[src/rtl/serial_shift_in_pkg.sv]
// rtl/serial_shift_in_pkg.sv - shared types and sizing helpers for serial_shift_in
package serial_shift_in_pkg;

  typedef enum logic {IDLE, SHIFT} state_t;

  function automatic int cnt_width(input int w);
    return $clog2(w + 1);
  endfunction

endpackage

[src/rtl/serial_shift_in.sv]
// rtl/serial_shift_in.sv - framed serial-to-parallel word assembler with one output buffer
import serial_shift_in_pkg::*;

module serial_shift_in #(
  parameter int WIDTH     = 8,
  parameter bit MSB_FIRST = 1'b1
) (
  input  logic             clk,
  input  logic             rst_n,
  input  logic             sdi,
  input  logic             sdi_valid,
  input  logic             frame,
  output logic [WIDTH-1:0] word_out,
  output logic             word_valid,
  input  logic             word_ready,
  output logic             load,
  output logic             overrun,
  output logic             frame_err,
  input  logic             err_clr
);

  localparam int CW = cnt_width(WIDTH);

  state_t           state, state_nxt;
  logic [CW-1:0]    cnt, cnt_nxt;
  logic [WIDTH-1:0] sr, sr_nxt;
  logic             accept;
  logic             complete;
  logic             ferr_evt;

  assign accept = sdi_valid & frame;
  assign load   = word_valid & word_ready;

  always_comb begin
    state_nxt = state;
    cnt_nxt   = cnt;
    sr_nxt    = sr;
    complete  = 1'b0;
    ferr_evt  = 1'b0;
    if (accept) begin
      sr_nxt = MSB_FIRST ? {sr[WIDTH-2:0], sdi} : {sdi, sr[WIDTH-1:1]};
    end
    case (state)
      IDLE: begin
        if (accept) begin
          cnt_nxt   = CW'(1);
          state_nxt = SHIFT;
        end
      end
      SHIFT: begin
        if (accept) begin
          if (cnt == CW'(WIDTH - 1)) begin
            complete  = 1'b1;
            cnt_nxt   = '0;
            state_nxt = IDLE;
          end else begin
            cnt_nxt = cnt + CW'(1);
          end
        end else if (!frame) begin
          // partial word abandoned; sr is simply overwritten by the next word
          ferr_evt  = 1'b1;
          cnt_nxt   = '0;
          state_nxt = IDLE;
        end
      end
      default: state_nxt = IDLE;
    endcase
  end

  always_ff @(posedge clk or negedge rst_n) begin
    if (!rst_n) begin
      state      <= IDLE;
      cnt        <= '0;
      sr         <= '0;
      word_out   <= '0;
      word_valid <= 1'b0;
      overrun    <= 1'b0;
      frame_err  <= 1'b0;
    end else begin
      state <= state_nxt;
      cnt   <= cnt_nxt;
      sr    <= sr_nxt;
      // a completing word may replace the buffered one only if it is consumed this edge
      if (complete && (!word_valid || word_ready)) begin
        word_out   <= sr_nxt;
        word_valid <= 1'b1;
      end else if (load) begin
        word_valid <= 1'b0;
      end
      if (complete && word_valid && !word_ready) overrun <= 1'b1;
      else if (err_clr)                          overrun <= 1'b0;
      if (ferr_evt)     frame_err <= 1'b1;
      else if (err_clr) frame_err <= 1'b0;
    end
  end

endmodule

[config.mk]
export PLATFORM = sky130hd
export DESIGN_NAME = serial_shift_in
export DESIGN_NICKNAME = d
export VERILOG_FILES = /design/src/rtl/serial_shift_in_pkg.sv /design/src/rtl/serial_shift_in.sv
export SDC_FILE = /design/constraint.sdc
export NUM_CORES = 1
export LEC_CHECK = 0
export ABC_AREA = 1
export BUFFER_PORTS_ARGS = -buffer_cell sky130_fd_sc_hd__buf_2
export CORE_UTILIZATION = 24
export CTS_BUF_LIST = sky130_fd_sc_hd__clkbuf_8
export DETAILED_ROUTE_END_ITERATION = 8
export GPL_TIMING_DRIVEN = 1
export PLACE_DENSITY_LB_ADDON = 0.05
export SYNTH_ARGS = -nofsm -noshare
export SYNTH_HDL_FRONTEND = slang
export SYNTH_SLANG_ARGS = --single-unit
[constraint.sdc]
create_clock -name clk -period 2.8 [get_ports clk]
set_input_delay 0.56 -clock clk [delete_from_list [all_inputs] [get_ports clk]]
set_output_delay 0.56 -clock clk [all_outputs]
set_load 0.005 [all_outputs]
Yosys cells after proc, flatten, opt, wreduce, memory -nomap -nowiden --
Index checks and enable logic that the tools add are counted.
Cells by class: equal/unequal tests 3, add/sub/neg operators 1, bitwise operators 3, mux-type cells 22, reductions and logical operators 10
Operators by type and width (number):
- $mux 4 | 4
- $mux 1 | 15
- $mux 8 | 1
- $pmux 4 s2 | 1
- $reduce_bool 2->1 | 3
- $add 4x1->4 const B | 1
- $eq 4x3->1 const B | 1
- $logic_and 1x1->1 | 3
- $ne 3x2->1 const B | 1
- $and 1x1->1 | 2
- $logic_not 1->1 | 2
- $ne 2x2->1 const B | 1
- $pmux 1 s2 | 1
- $reduce_and 2->1 | 1
- $logic_or 1x1->1 | 1
- $not 1->1 | 1
Storage, ports and cells: input port bits 7, output and inout bits 12, bits in registers 24

Logic depth before layout (Yosys ltp) --
Gate-level depths: netlist (run 1).
word-level depth 7, mapped depth 6, depth with buffers taken out 6

Worst setup path after synthesis (run 1) --
Ideal clock, no wire load.
path kind input port to output port, from input port word_ready, to output port load, data arrival time 661 ps, path buffers 0, data required time 2240 ps, setup slack 1579 ps, stages 2, path through nand2_1 inv_1
On the way: longest elaborated chain between the ends 1
RTL lines:
- from (decl) | RTL line serial_shift_in.sv:15 | input logic word_ready,
- $and 1x1->1 | RTL line serial_shift_in.sv:32 | assign load = word_valid & word_ready;
- to (decl) | RTL line serial_shift_in.sv:16 | output logic load,
Every way passes these cells.

Final worst setup path (run 1) --
from register word_valid, to output port load
On the way: longest elaborated chain between the ends 1
RTL lines:
- from (decl) | RTL line serial_shift_in.sv:14 | output logic word_valid,
- from (signal assigned) | RTL line serial_shift_in.sv:76 | word_valid <= 1'b0;
- from (signal assigned) | RTL line serial_shift_in.sv:86 | word_valid <= 1'b1;
- from (signal assigned) | RTL line serial_shift_in.sv:88 | word_valid <= 1'b0;
- $and 1x1->1 | RTL line serial_shift_in.sv:32
Every way passes these cells.

==> results of run 1 <==
==> routing by layer <==
metal  share of wire, %  vias up
met1                 54      388
li1                   -      429
met2                 42       13
met5                  0        -
met3                3.7        2
met4               0.93        0
==> cell families (layout without fill, tap and decap cells) <==
| group | after synthesis | count (layout) | share of synthesized area (%) |
|---|---|---|---|
| AOI/OAI and AO/OA | 4 | 4 | 2.04 |
| xor gates and xnor gates | 1 | 1 | 0.841 |
| adders and majority gates | 1 | 1 | 1.20 |
| buffers and inverters | 10 | 29 | 4.21 |
| DFF | 24 | 24 | 57.7 |
| and+or+nand+nor | 82 | 82 | 34.0 |
==> cell type report <==
cell class                 count  area, um^2
clock inverter                 1        30.0
inverter                       7        26.3
clock buffer                   3        41.3
tap                           50        62.6
timing repair buffer          18        90.1
fill                         455        2840
sequential                    24         601
multi-input combinational     88         397
==> cell usage after synthesis (all sizes together) <==
master  count
inv         7
a31oi       1
nand3      21
nor2        4
nand2      56
xnor2       1
dfrtp      24
nand4       1
o21ai       3
ha          1
buf         3
==> placed cells by master, fill, tap and decap left out, drive strengths merged <==
master	netlist	routed
bufinv	0	1
xnor2	1	1
a31oi	1	1
dfrtp	24	24
nand4	1	1
nor2	4	4
inv	7	7
nand2	56	56
ha	1	1
clkbuf	0	3
o21ai	3	3
buf	3	18
nand3	21	21
==> through the flow <==
step / hold WS, ps / worst slack [ps] / total power [mW] / utilization, % / std cells
after CTS: 296 / 1330 / 0.771 / 30.5 / 191
after floorplan: 264 / 1580 / 0.436 / - / 122
after global routing: 305 / 1250 / 0.797 / 30.5 / 191
after detailed placement: 456 / 1170 / 0.463 / 28.8 / 187
after global placement: 457 / 1190 / 0.464 / 28.8 / 187
final: 275 / 1350 / 0.755 / 30.5 / 191
==> worst max-delay path, cell delays in order, from the launching register on <==
cell     delay (ps)
dfrtp_1         400
nand2_1          80
inv_1            40
buf_2           110
==> state kept, by name (all words and copies together) (netlist names) <==
signal / flops
sr: 8
cnt: 4
word_out: 8
frame_err: 1
overrun: 1
state: 1
word_valid: 1
==> worst min-delay path by stage <==
stage / slack (ps) / from / endpoint
2_1_floorplan: 260 / rst_n / cnt[0]
6_report: 270 / rst_n / word_valid
3_5_place_dp: 460 / word_out[6] / word_out[6]
3_3_place_gp: 460 / word_out[5] / word_out[5]
4_1_cts: 300 / rst_n / word_valid
5_1_grt: 310 / rst_n / word_valid
==> power by group <==
group          total [mW]  internal (mW)  switching (mW)
clock network       0.301          0.191           0.110
registers           0.390          0.374          0.0167
logic              0.0638         0.0211          0.0427
==> reports/metrics.yaml, run 1 <==
fmax_mhz: 689
row_count: 23
place_area_mm2: 0.00118
crit_fanout: 3
syn_area_mm2: 0.00104
min_path_type: "in2async"
ant_nets: 0
area_delta_synth_final_pct: 19.8
htreeDepth: 1
outcome: "finished clean"
synthCells: 122
tns_ps: 0
grt_pass1_vias: 812
first_pass_iters: 4
period_share_pct: 51.9
skew_ps: 5.36
post_cts_buffers: 0
clock-sinks: 24
r2r_slack_ps: 1410
timing_worst_slew_pin_value_ps: 553
startpoint_type: "flop"
grtUsageTotal_pct: 11.5
path_clk_slew_ps: 90
drt_iter0_markers: 21
die_w_um: 67.9
synth.distinct_cells: 16
synth_top_area_share_pct: 57.7
gr-total-overflow: 0
worstReg2RegStart: "cnt[0]"
timing.rr.end: "word_out[0]"
design_area_mm2: 0.00125
ctsResizeCount: 0
worstSkewPairLatency_ps: 260
startpoint: "word_valid"
peakVddDrop_uv: 231
core_area_mm2: 0.00409
grt_max_degree: 25
period_needed_ps: 1450
cp.arrival_ps: 890
portBuffers: 18
maxCapViolCount: 0
slew_headroom_pct: 63.1
vias_per_cell: 4.36
dp_hpwl_mm: 1.60
diodes: 0
final_nets: 150
drive_above_1_share_pct: 18.4
synth_seq_area_share_pct: 57.7
cts_hold_buf: 0
cts_tree: "yes"
synthesis.nets: 130
grt_util_met3_pct: 2.67
initial_core_util_pct: 25.5
drc_errors: 0
path_class: "reg2out"
rsz0062_at_grt: "no"
critPathRequiredTime_ps: 2240
yosysWarnings: 0
yosys.area.top_type: "dfrtp_1"
powerDensity_mw_per_mm2: 606
place.gp.congestion: 0.687
slew_violations: 0
cts_buffer_depth: 2
wl_mm: 2.27
reg2reg_depth: 6
gr-usage-met2_pct: 17.0
synth.area.top_cells: "dfrtp_1, nand2_1, nand3_1, inv_1, o21ai_0"
crit_end: "load"
endpoint_kind: "primary output"
ioPinCount: 19
finalHoldViolations: 0
leakage_nw: 0.711
grtUsageMet1_pct: 16.0
num_vias: 832
die_area_mm2: 0.00460
syn_avg_cell_area_um2: 8.53
cts_made_buffers: 3
avgRoutedWirePerCell_um: 11.9
cts_root_buf: "clkbuf_8"
finalSetupViolCount: 0
grt_first_pass_wirelength_mm: 3.73
ys_ff_latch: 24
antenna_found_initial: 0
gr-max-usage-layer: "met2"
chipHeight_um: 67.9
No activity file was read; power rests on OpenSTA's default activity.
==> run 2, diff against run 1 <==
==> constraint.sdc (replaced) <==
create_clock -name clk -period 1.25 [get_ports clk]
set_input_delay 0.25 -clock clk [delete_from_list [all_inputs] [get_ports clk]]
set_output_delay 0.25 -clock clk [all_outputs]
set_load 0.005 [all_outputs]
==> reports/metrics.yaml, run 2 (synthesis gave the netlist of run 1 again) <==
place.gp.congestion: 0.727  # was 0.687
drc_errors: 0  # unchanged
cts_made_buffers: 3  # unchanged
powerDensity_mw_per_mm2: 1170  # was 606 mW/mm^2
avgRoutedWirePerCell_um: 12.5  # was 11.9 um
fin_cells: 200  # was 191
endpoint_kind: "flop"  # was primary output
gr-total-overflow: 0  # unchanged
hold-path-cell-count: 4
initial_core_util_pct: 25.5  # unchanged
power_mw: 1.59  # was 0.755 mW
clock-sinks: 24  # unchanged
cp.arrival_ps: 1360  # was 890 ps
core_area_mm2: 0.00409  # unchanged
drt_iter0_markers: 49  # was 21
area_delta_synth_final_pct: 31.0  # was 19.8%
num_vias: 878  # was 832
die_w_um: 67.9  # unchanged
r2r_slack_ps: 60  # was 1410 ps
drive_above_1_share_pct: 31.3  # was 18.4%
timing_worst_slew_pin_value_ps: 569  # was 553 ps
post_cts_buffers: 0  # unchanged
place_area_mm2: 0.00124  # was 0.00118 mm^2
reg2reg_depth: 7  # was 6
finalSetupViolCount: 0  # unchanged
ant_nets: 0  # unchanged
crit_fanout: 3  # unchanged
diodes: 0  # unchanged
tns_ps: 0  # unchanged
reg_top3: "sr x8, word_out x8, cnt x4"  # unchanged
timing.rr.end: "cnt[3]"  # was word_out[0]
grtUsageTotal_pct: 12.6  # was 11.5%
maxCapViolCount: 0  # unchanged
period_share_pct: 95.5
skew_ps: 0.989  # was 5.36 ps
final_common_cell: "nand2_1"  # unchanged
worstSkewPairLatency_ps: 260  # about the same
slew_violations: 0  # unchanged
period_needed_ps: 1190
rsz0062_at_grt: "yes"  # was no
min_path_type: "in2reg"  # was in2async
cts_tree: "yes"  # unchanged
path_clk_slew_ps: 90  # about the same
worstReg2RegStart: "cnt[1]"  # was cnt[0]
antenna_found_initial: 0  # unchanged
holdCritStartpoint: "err_clr"
slew_headroom_pct: 62.0  # was 63.1%
row_count: 23  # unchanged
final_core_util_pct: 33.4  # was 30.5%
ioPinCount: 19  # unchanged
cts_buffer_depth: 2  # unchanged
dp_hpwl_mm: 1.74  # was 1.60 mm
grt_pass1_vias: 889  # was 812
path_class: "reg2reg"  # was reg2out
critPathRequiredTime_ps: 1410  # was 2240 ps
layout_common_cells: "nand2_1, dfrtp_1, buf_2"  # was nand2_1, dfrtp_1, nand3_1
place_ws_ps: 36.5  # was 1170 ps
finalHoldViolations: 0  # unchanged
fmax_mhz: 837
hold_end: "frame_err"
wl_mm: 2.49  # was 2.27 mm
first_pass_iters: 4  # unchanged
chipHeight_um: 67.9  # unchanged
htreeDepth: 1  # unchanged
grt_first_pass_wirelength_mm: 4.13  # was 3.73 mm
setup_slack_ps: 55.9  # was 1350 ps
leakage_nw: 0.747  # was 0.711 nW
design_area_mm2: 0.00136  # was 0.00125 mm^2
peakVddDrop_uv: 449  # was 231 uV
portBuffers: 18  # unchanged
final_nets: 159  # was 150
holdWs_ps: 221  # was 275 ps
numPlacedInstances: 195  # was 187
vias_per_cell: 4.39  # was 4.36
cts_root_buf: "clkbuf_8"  # unchanged
startpoint_type: "flop"  # unchanged
outcome: "finished clean"  # unchanged
die_area_mm2: 0.00460  # unchanged
grt_max_degree: 25  # unchanged
==> run 2: changes by cell type in the layout (fill, tap and decap cells not counted), moves of 2 or more <==
cell / delta
nand3_1: -3
nand3_2: +2
nand2_1: -8
buf_4: +8
nand2_2: +8
==> run 2: worst max-delay path, stage by stage (launching register included) <==
cell and delay [ps]:
dfrtp_1 410, ha_4 170, nand2_2 60, nor2_4 140, buf_4 140, nor2_1 40, nand3_1 70, nand2_1 50
==> run 2: worst max-delay path by stage <==
stage	cells after the start	startpoint	end
after global placement	6	cnt[0]	word_out[0]
after global routing	5	cnt[1]	word_out[5]
after CTS	6	cnt[1]	word_out[4]
final	7	cnt[1]	cnt[3]
after detailed placement	6	cnt[1]	word_out[4]
after floorplan	6	cnt[0]	word_out[0]
==> run 2: power by group <==
| part | internal (mW) | switching (mW) |
|---|---|---|
| logic | 0.0693 | 0.109 |
| registers | 0.837 | 0.0379 |
| clock network | 0.281 | 0.255 |
| total | 1.19 | 0.402 |
==> run 2: metal layers <==
metal	routed length (um)	share of wire (%)	vias up	GRT usage [%]
met1	1190	48	404	16.8
met2	1150	46	22	19.2
li1	-	-	450	-
met5	0	0	-	0
met4	21	0.84	0	3.13
met3	137	5.5	2	4.67
==> run 2: area by class of cell <==
class	instances	area [um^2]
clock buffers	4	55.1
flip-flops and latches	24	601
repair buffers	27	160
inverters	7	26.3
well taps	50	62.6
multi-input cells	88	459
fillers	455	2720
==> run 2: timing repair <==
action,CTS,global route
setup endpoints to repair,0,9
resized for setup,0,17
hold buffers,1,0
hold endpoints to repair,24,0
==> run 3, diff against run 2 <==
--- a/config.mk
+++ b/config.mk
@@ -5,7 +5,7 @@
 export SDC_FILE = /design/constraint.sdc
 export NUM_CORES = 1
 export LEC_CHECK = 0
-export ABC_AREA = 1
+export ABC_CLOCK_PERIOD_IN_PS = 1250
 export BUFFER_PORTS_ARGS = -buffer_cell sky130_fd_sc_hd__buf_2
 export CORE_UTILIZATION = 24
 export CTS_BUF_LIST = sky130_fd_sc_hd__clkbuf_8
==> reports/metrics.yaml, run 3 <==
layout_common_cells: "dfrtp_1, buf_2, mux2_2"  # was nand2_1, dfrtp_1, buf_2
die_w_um: 66.9  # was 67.9 um
yosysWarnings: 0  # unchanged
cpPeakStageDelay_ps: 370  # was 410 ps
timing.rr.end: "word_out[4]"  # was cnt[3]
cp.arrival_ps: 1710  # was 1360 ps
skew_ps: 0.898  # was 0.989 ps
drive_above_1_share_pct: 53.1  # was 31.3%
critPathRequiredTime_ps: 1400  # was 1410 ps
row_count: 23  # unchanged
synth_top_area_share_pct: 56.9  # was 57.7%
setup_slack_ps: -310  # was 55.9 ps
ioPinCount: 19  # unchanged
ys.flop_type: "dfrtp_1"  # unchanged
fmax_mhz: 641  # was 837 MHz
design_area_mm2: 0.00137  # was 0.00136 mm^2
drt_iter0_markers: 30  # was 49
period_share_pct: 125  # was 95.5%
grt_first_pass_wirelength_mm: 3.40  # was 4.13 mm
cts_made_buffers: 3  # unchanged
period_needed_ps: 1560  # was 1190 ps
cts_root_buf: "clkbuf_8"  # unchanged
violations: "setup timing"
yosysMostFrequentCell: "dfrtp_1"  # was nand2_1
num_vias: 714  # was 878
grt_pass1_vias: 702  # was 889
timing_worst_slew_pin_value_ps: 528  # was 569 ps
outcome: "finished, violations left"  # was finished clean
finalHoldViolations: 0  # unchanged
clock-sinks: 23  # was 24
core_area_mm2: 0.00403  # was 0.00409 mm^2
place.gp.congestion: 0.712  # was 0.727
powerDensity_mw_per_mm2: 1180  # was 1170 mW/mm^2
grt_max_degree: 24  # was 25
dp_hpwl_mm: 1.42  # was 1.74 mm
ys_ff_latch: 23  # was 24
drc_errors: 0  # unchanged
cts_buffer_depth: 2  # unchanged
grtUsageTotal_pct: 10.6  # was 12.6%
synthCells: 77  # was 122
finalSetupViolCount: 13  # was 0
wl_mm: 2.04  # was 2.49 mm
path_class: "reg2reg"  # unchanged
syn_area_mm2: 0.00101  # was 0.00104 mm^2
cts_tree: "yes"  # unchanged
yosys.area.top_type: "dfrtp_1"  # unchanged
slew_headroom_pct: 64.8  # was 62.0%
reg_top3: "word_out x8, sr x7, cnt x4"  # was sr x8, word_out x8, cnt x4
final_nets: 122  # was 159
synth_common_cells: "dfrtp_1, mux2_2, inv_1"  # was nand2_1, dfrtp_1, nand3_1
antenna_found_initial: 0  # unchanged
rsz0062_at_grt: "yes"  # unchanged
startpoint: "cnt[0]"  # was cnt[1]
crit_fanout: 8  # was 3
largest_reg_flops: 8
leakage_nw: 0.684  # was 0.747 nW
crit_end: "word_out[4]"  # was cnt[3]
cpMaxStageDelayCell: "dfrtp_1"  # unchanged
synth.distinct_cells: 29  # was 16
path_clk_slew_ps: 80  # was 90 ps
place_ws_ps: -309  # was 36.5 ps
tns_ps: -3240  # was 0 ps
chipHeight_um: 66.9  # was 67.9 um
maxCapViolCount: 0  # unchanged
startpoint_type: "flop"  # unchanged
diodes: 0  # unchanged
first_pass_iters: 3  # was 4
min_path_type: "in2reg"  # unchanged
final_common_cell: "dfrtp_1"  # was nand2_1
area_delta_synth_final_pct: 35.6  # was 31.0%
worstReg2RegStart: "cnt[0]"  # was cnt[1]
place_area_mm2: 0.00126  # was 0.00124 mm^2
vias_per_cell: 4.38  # was 4.39
async_reset_ff_share_pct: 100  # unchanged
power_mw: 1.62  # was 1.59 mW
ant_nets: 0  # unchanged
synth_seq_area_share_pct: 56.9  # was 57.7%
endpoint_kind: "flop"  # unchanged
worstPathCellList: "ha_2 > nand3b_1 > nor4b_4 > buf_6 > mux2_2"  # was ha_4 > nand2_2 > nor2_4 > buf_4 > nor2_1 > nand3_1 > nand2_1
fillers: 416  # was 455
syn_avg_cell_area_um2: 13.1  # was 8.53 um^2
slew_violations: 0  # unchanged
gr-total-overflow: 0  # unchanged
synth_edf_count: 0  # unchanged
top_register: "word_out"
peakVddDrop_uv: 747  # was 449 uV
r2r_slack_ps: -310  # was 60 ps
worstSkewPairLatency_ps: 260  # about the same
reg2reg_depth: 5  # was 7
avgRoutedWirePerCell_um: 12.5  # about the same
initial_core_util_pct: 25.1  # was 25.5%
synth.area.top_cells: "dfrtp_1, mux2_2, nor4b_4, inv_1, nand2_1"  # was dfrtp_1, nand2_1, nand3_1, inv_1, o21ai_0
portBuffers: 18  # unchanged
synthesis.nets: 85  # was 130
htreeDepth: 1  # unchanged
die_area_mm2: 0.00448  # was 0.00460 mm^2
## run 3: cell count changes in the layout (fill, tap and decap cells not counted), sizes merged, moves of 2 or more
| cell | before | now |
|---|---|---|
| a21oi | 0 | 2 |
| buf | 26 | 33 |
| mux2 | 0 | 15 |
| nand2 | 56 | 5 |
| nand3 | 21 | 0 |
| o21ai | 3 | 1 |
| o22ai | 0 | 2 |
## run 3: timing repair
item	CTS	global route
endpoints found under the hold margin	23	0
setup buffers	0	1
resized for setup	2	9
pin swaps	4	3
hold buffers	1	0
endpoints found under the setup margin	14	14
## run 3: worst max-delay path: cells and delay by family, from the launching register on
| kind | cells | cell delay (ps) |
|---|---|---|
| buffers and inverters | 1 | 180 |
| flip-flops | 1 | 370 |
| adder cells (fa/ha/maj) | 1 | 190 |
| AND/OR/NAND/NOR | 2 | 370 |
| multiplexers | 1 | 340 |
## run 3: worst min-delay path by stage
stage            start         to  slack (ps)  depth (start not counted)
2_1_floorplan    rst_n     cnt[0]         -50                          0
3_3_place_gp     rst_n  frame_err         280                          1
3_5_place_dp     rst_n  frame_err         280                          1
4_1_cts        err_clr  frame_err         160                          2
5_1_grt        err_clr  frame_err         180                          2
6_report       err_clr  frame_err         190                          2
## run 3: cells by family (layout without fill, tap and decap cells)
kind of cell	after synthesis	in the layout	share of synthesized area (%)
flops	23	23	56.9
simple gates	20	20	14.2
mux	15	15	16.7
compound gates	11	11	8.03
buf+inv	7	43	2.97
fa+ha+maj	1	1	1.24
## run 3: routing by layer
metal | track usage, % | vias up | part of all wire, %
met2 | 16.5 | 16 | 47
li1 | - | 349 | -
met1 | 13.1 | 347 | 47
met5 | 0 | - | 0
met4 | 3.19 | 0 | 0.93
met3 | 4.45 | 2 | 5.2
## run 3: stage by stage
stage / std cells / hold slack, ps / utilization, %
after floorplan: 77 / -45.6 / -
after global placement: 157 / 277 / 31.2
after detailed placement: 157 / 278 / 31.2
after CTS: 162 / 160 / 32.8
after global routing: 163 / 176 / 34.1
final: 163 / 189 / 34.1
## run 3: area by class of cell
cell class | instances | area, um^2 | area share [%]
sequential | 23 | 576 | 41.9
multi-input combinational | 47 | 440 | 32.1
timing repair buffer | 34 | 230 | 16.8
tap | 50 | 62.6 | 4.56
clock buffer | 3 | 41.3 | 3.01
inverter | 5 | 18.8 | 1.37
clock inverter | 1 | 3.75 | 0.273
## run 3: report_power, final
group	internal [mW]	leakage, nW	switching [mW]	total [mW]
Clock	0.219	0.0269	0.238	0.457
Sequential	0.847	0.301	0.0673	0.914
Combinational	0.144	0.356	0.101	0.245
Total	1.21	0.684	0.406	1.62
